`config.mk`:
```
export PLATFORM = sky130hd
export DESIGN_NAME = booth_product_accum
export DESIGN_NICKNAME = d
export VERILOG_FILES = /design/src/rtl/booth_product_accum.sv
export SDC_FILE = /design/constraint.sdc
export NUM_CORES = 1
export LEC_CHECK = 0
export CAP_MARGIN = 20
export CORE_MARGIN = 3
export CORE_UTILIZATION = 45
export DETAILED_ROUTE_END_ITERATION = 16
export HOLD_SLACK_MARGIN = 0.08
export PLACE_DENSITY_LB_ADDON = 0.08
export SLEW_MARGIN = 20
export SYNTH_ARGS = -nofsm -noshare
export SYNTH_HDL_FRONTEND = slang
export SYNTH_SLANG_ARGS = --single-unit
```
`constraint.sdc`:
```
create_clock -name clk -period 3.4 [get_ports clk]
set_clock_uncertainty 0.05 [all_clocks]
set_input_delay 0.68 -clock clk [delete_from_list [all_inputs] [get_ports clk]]
set_output_delay 0.68 -clock clk [all_outputs]
set_load 0.005 [all_outputs]
```
`src/rtl/booth_product_accum.sv`:
```
// Frame accumulator placed after the 8x8 Booth multiplier.
// It sums signed 16-bit products over a frame, clamping the running sum at the
// ACC_W-bit signed limits. It presents sum, term count and an overflow flag
// through a registered output handshake.
//
// Handshake semantics (both sides): a transfer happens on a rising clk edge
// where valid and ready are both 1. A producer holds valid and its data stable
// until that edge. in_ready is a registered decode of the state, so it never
// depends combinationally on out_ready.
module booth_product_accum #(
   parameter int ACC_W = 24,
   parameter int CNT_W = 8
) (
   input  logic             clk,
   input  logic             rst_n,
   input  logic             in_valid,
   output logic             in_ready,
   input  logic [15:0]      in_product,
   input  logic             in_last,
   output logic             out_valid,
   input  logic             out_ready,
   output logic [ACC_W-1:0] out_sum,
   output logic [CNT_W-1:0] out_count,
   output logic             out_ovf
);

   typedef enum logic [1:0] {
      IDLE  = 2'd0,
      ACCUM = 2'd1,
      HOLD  = 2'd2
   } state_t;

   localparam logic [ACC_W-1:0] SAT_POS = {1'b0, {(ACC_W-1){1'b1}}};
   localparam logic [ACC_W-1:0] SAT_NEG = {1'b1, {(ACC_W-1){1'b0}}};
   localparam logic [CNT_W-1:0] CNT_MAX = '1;

   state_t           state;
   logic [ACC_W-1:0] acc;
   logic [CNT_W-1:0] count;
   logic             ovf;

   logic [ACC_W:0]   sum_wide;
   logic [ACC_W-1:0] sum_sat;
   logic             sat_hit;
   logic [CNT_W-1:0] count_inc;
   logic             cnt_full;
   logic             accept;
   logic             close;
   logic             ovf_next;

   // Next-term arithmetic: one guard bit catches overflow, then clamp to the signed range
   always_comb begin
      sum_wide  = {acc[ACC_W-1], acc} + {{(ACC_W-15){in_product[15]}}, in_product};
      sum_sat   = sum_wide[ACC_W-1:0];
      sat_hit   = 1'b0;
      if (sum_wide[ACC_W] != sum_wide[ACC_W-1]) begin
         sat_hit = 1'b1;
         sum_sat = sum_wide[ACC_W] ? SAT_NEG : SAT_POS;
      end
      count_inc = count + CNT_W'(1);
      // Reaching the all-ones count closes the frame and marks it as overflowed
      cnt_full  = (count_inc == CNT_MAX);
      accept    = in_valid & in_ready;
      close     = in_last | cnt_full;
      ovf_next  = ovf | sat_hit | cnt_full;
   end

   // Frame FSM with registered accumulator, handshake flags and result registers
   always_ff @(posedge clk or negedge rst_n) begin
      if (!rst_n) begin
         state     <= IDLE;
         acc       <= '0;
         count     <= '0;
         ovf       <= 1'b0;
         in_ready  <= 1'b1;
         out_valid <= 1'b0;
         out_sum   <= '0;
         out_count <= '0;
         out_ovf   <= 1'b0;
      end else begin
         case (state)
            IDLE, ACCUM: begin
               if (accept) begin
                  acc   <= sum_sat;
                  count <= count_inc;
                  ovf   <= ovf_next;
                  if (close) begin
                     state     <= HOLD;
                     in_ready  <= 1'b0;
                     out_valid <= 1'b1;
                     out_sum   <= sum_sat;
                     out_count <= count_inc;
                     out_ovf   <= ovf_next;
                  end else begin
                     state <= ACCUM;
                  end
               end
            end
            HOLD: begin
               // out_valid is always 1 in HOLD, so out_ready alone completes the transfer
               if (out_ready) begin
                  state     <= IDLE;
                  acc       <= '0;
                  count     <= '0;
                  ovf       <= 1'b0;
                  in_ready  <= 1'b1;
                  out_valid <= 1'b0;
               end
            end
            default: begin
               state     <= IDLE;
               acc       <= '0;
               count     <= '0;
               ovf       <= 1'b0;
               in_ready  <= 1'b1;
               out_valid <= 1'b0;
            end
         endcase
      end
   end

endmodule

```
==> summary.md <==
| Metric | Value |
|---|---|
| PwrDens | 284.7 nW/µm² |
| Post-synthesis cell type count | 56 |
| Dpl hpwl | 10230 µm |
| Finish-stage setup viols | 0 |
| Mapped Cells | 488 |
| Clock tree buffer depth | 2 |
| TritonCTS clock tree | done |
| First-pass GRT wire length | 22220 µm |
| Top post-synthesis cells by area | dfrtp_1 (38%), ha_1 (7.2%), nand2_1 (5.2%) |
| Mapped Nets | 536 |
| Crit end category | register |
| Row cnt | 35 |
| Clock power share | 43.5% |
| Pwr Total | 1.781 mW |
| Syn Area/Cell | 9.197 µm² |
| PortBufs | 55 |
| Final worst setup slack | 0.1019 ns |
| Critical Path Fanout Max | 19 |
| Post-synth EDFFs | 0 |
| Reg-to-reg endpoint | acc[6] |
| Clock H-tree levels | 3 |
| Worst hold path type | in -> async |
| CTS clk-pin slew, worst paths | 0.09 ns |
| Final hold vios | 0 |
| Worst endpoint required time | 3.59 ns |
| Vias per cell | 5.759 |
| Comb power frac | 9.8% |
| #FFs+latches synth | 70 |
| CTS Buf Count | 9 |
| Final period demand of the worst path | 3.298 ns |
| GR Overflow Total | 0 |
| Max_cap viols | 0 |
| Peak Freq | 0.3032 GHz |
| Yosys top cell by area | dfrtp_1 |
| Total Routing Usage GR | 24.93% |
| IO Pins | 56 |
| Worst slack, placed | -0.4207 ns |
| Die area | 11210 µm² |
| Antenna violations before repair | 0 |
| Final period utilization | 97.00% |
| Ys flop type | dfrtp_1 |
| Area Overhead vs Synth | 39.36% |
| Final slew viol count | 0 |
| Sequential share of power | 46.7% |
| Placeable Area | 9459 µm² |
| Slew HR | 47.42% |
| Share of cells above drive strength 1 | 24.30% |
| Most common cell in the synthesized netlist | dfrtp_1 |
| CTS Hold Buffers Added | 0 |
| Worst path arrival time | 3.49 ns |
| Post-Route WL | 13650 µm |
| Vias in the first global route | 4460 |
| Critical path type | in -> reg |
| # diodes | 0 |
| Status | finished, final reports clean |
| Syn. warnings | 0 |
| Worst slew pin tran | 0.7887 ns |
| Worst skew pair latency | 0.36 ns |
| Worst VDD drop | 0.1781 mV |
| Critical R2R Launch | acc[3] |
| Die W | 105.9 µm |
| Top-area cell type share of the netlist area | 38.47% |
| Die height | 105.9 µm |
| Mapped Area | 4488 µm² |
| Initial DRC count | 252 |
| Ys async rst share | 100.0% |
| Via count | 4440 |
| P_int | 1.336 mW |
| Sw Share | 24.99% |
| DR pass1 iterations | 5 |
| Pleak | 2.975 nW |
| R2R setup slack | 0.44 ns |
| Seq/Total Area, Yosys | 39.06% |
| Root buffer cell | clkbuf_8 |
| Routed WL per cell | 17.70 µm |
| Top cells by count, synth | dfrtp_1 (69), nand2_1 (62), ha_1 (26), o21ai_0 (26) |
| # clock sinks | 70 |
| Reg2Reg Depth | 11 |
| Starting Density | 47.45% |
| Routability-driven placement congestion ratio | 0.9423 |
| ANT nets after route | 0 |
| Drt drc | 0 |
| Fillers | 808 |
| Net Sw Power | 445.1 µW |
| Nets | 685 |
| Largest net degree at the start of global routing | 42 |
| Startpoint types | input pin |
## worst max-delay path, stage by stage
cell             delay (ns)
clkdlybuf4s50_1        0.42
ha_2                   0.20
inv_1                  0.07
fa_2                   0.20
nand2b_4               0.14
a21oi_4                0.06
o21a_1                 0.23
a211o_1                0.33
buf_4                  0.18
a21o_4                 0.22
buf_4                  0.14
o21a_1                 0.19
buf_12                 0.16
a32o_1                 0.25
## cells in the final DEF, fill, tap and decap left out, types with 4 or more instances in the layout
cell type / instances
dfrtp_1: 69
a31o_2: 8
a31oi_1: 13
o31ai_1: 4
a22o_1: 4
a21oi_1: 22
o21a_1: 10
o211ai_1: 24
clkbuf_8: 9
nand2b_1: 6
buf_12: 5
nand3_1: 13
a211o_1: 4
nand4_1: 5
nor2_1: 21
and2_1: 19
ha_1: 24
o21ai_0: 26
a21o_1: 12
nand2_1: 62
a211oi_1: 7
buf_4: 104
xor2_1: 12
xnor2_1: 8
clkdlybuf4s50_1: 54
and3_1: 5
nor3_1: 6
o221ai_1: 7
inv_1: 9
a221oi_1: 5
a32o_1: 11
or3_1: 5
## repair_timing
item | in CTS | in global routing
setup buffers | 0 | 2
gates cloned | 0 | 0
gates resized for setup | 1 | 15
endpoints found under the setup margin | 2 | 48
pin swaps | 1 | 10
## through the flow
step | cells | hold slack [ns] | setup TNS, ns | utilization [%] | cell area (µm²)
floorplan | 488 | 0.3344 | 0 | - | 4488
detailed placement | 753 | 0.4132 | -13.20 | 62.84 | 5944
global route | 771 | 0.3860 | -0.003387 | 66.12 | 6255
global placement | 753 | 0.4068 | -12.27 | 62.84 | 5944
finish | 771 | 0.3517 | 0 | 66.12 | 6255
CTS | 769 | 0.3686 | 0 | 65.22 | 6170
## worst max-delay path by stage
stage	start	endpoint	slack, ns	depth (start not counted)
2_1_floorplan	in_product[0]	acc[20]	0.15	11
3_3_place_gp	in_product[0]	acc[20]	-0.40	11
3_5_place_dp	in_product[0]	acc[20]	-0.42	11
4_1_cts	in_product[0]	acc[20]	0.02	11
5_1_grt	in_product[15]	acc[20]	-0.003	13
6_report	in_product[0]	acc[6]	0.10	14
## routing by layer
layer / wire (µm) / part of all wire [%] / global-route usage (%)
met2: 6473 / 47 / 41.07
met5: 0 / 0 / 0
met4: 318 / 2.3 / 8.141
met1: 6219 / 46 / 33.96
met3: 634 / 4.6 / 3.307
## flip-flops by register name (all words and copies together), names as in the netlist
register   count
acc           24
count          8
in_ready       1
out_count      8
out_ovf        1
out_sum       24
out_valid      1
ovf            1
state          2
## kinds of logic (layout without fill, tap and decap cells)
| logic type | Yosys count | in the layout | share of synthesized area, % |
|---|---|---|---|
| XOR/XNOR | 20 | 20 | 3.903 |
| AND/OR/NAND/NOR | 155 | 155 | 16.59 |
| adder cells (fa/ha/maj) | 27 | 27 | 7.694 |
| AO/OA/AOI/OAI | 180 | 180 | 29.02 |
| flip-flops | 70 | 70 | 39.06 |
| multiplexers | 1 | 1 | 0.3344 |
| buffers and inverters | 35 | 189 | 3.401 |
## final cells by class
cell class,count,area [µm²],share of cell area [%]
repair buffers,164,1426,22.80
clock buffers,10,127.6,2.040
clock inverters,6,93.84,1.500
flip-flops and latches,70,1753,28.03
multi-input cells,383,2659,42.51
inverters,9,33.78,0.5401
well taps,129,161.4,2.581
## power groups by stage
| stage | clock, mW | sequential, mW | combinational, mW |
|---|---|---|---|
| after floorplan | 0 | 0.849 | 0.0686 |
| after global placement | 0 | 0.848 | 0.167 |
| after detailed placement | 0 | 0.848 | 0.170 |
| after CTS | 0.788 | 0.832 | 0.171 |
| after global routing | 0.822 | 0.832 | 0.189 |
| final | 0.775 | 0.832 | 0.174 |
No activity file was read; power rests on OpenSTA's default activity.
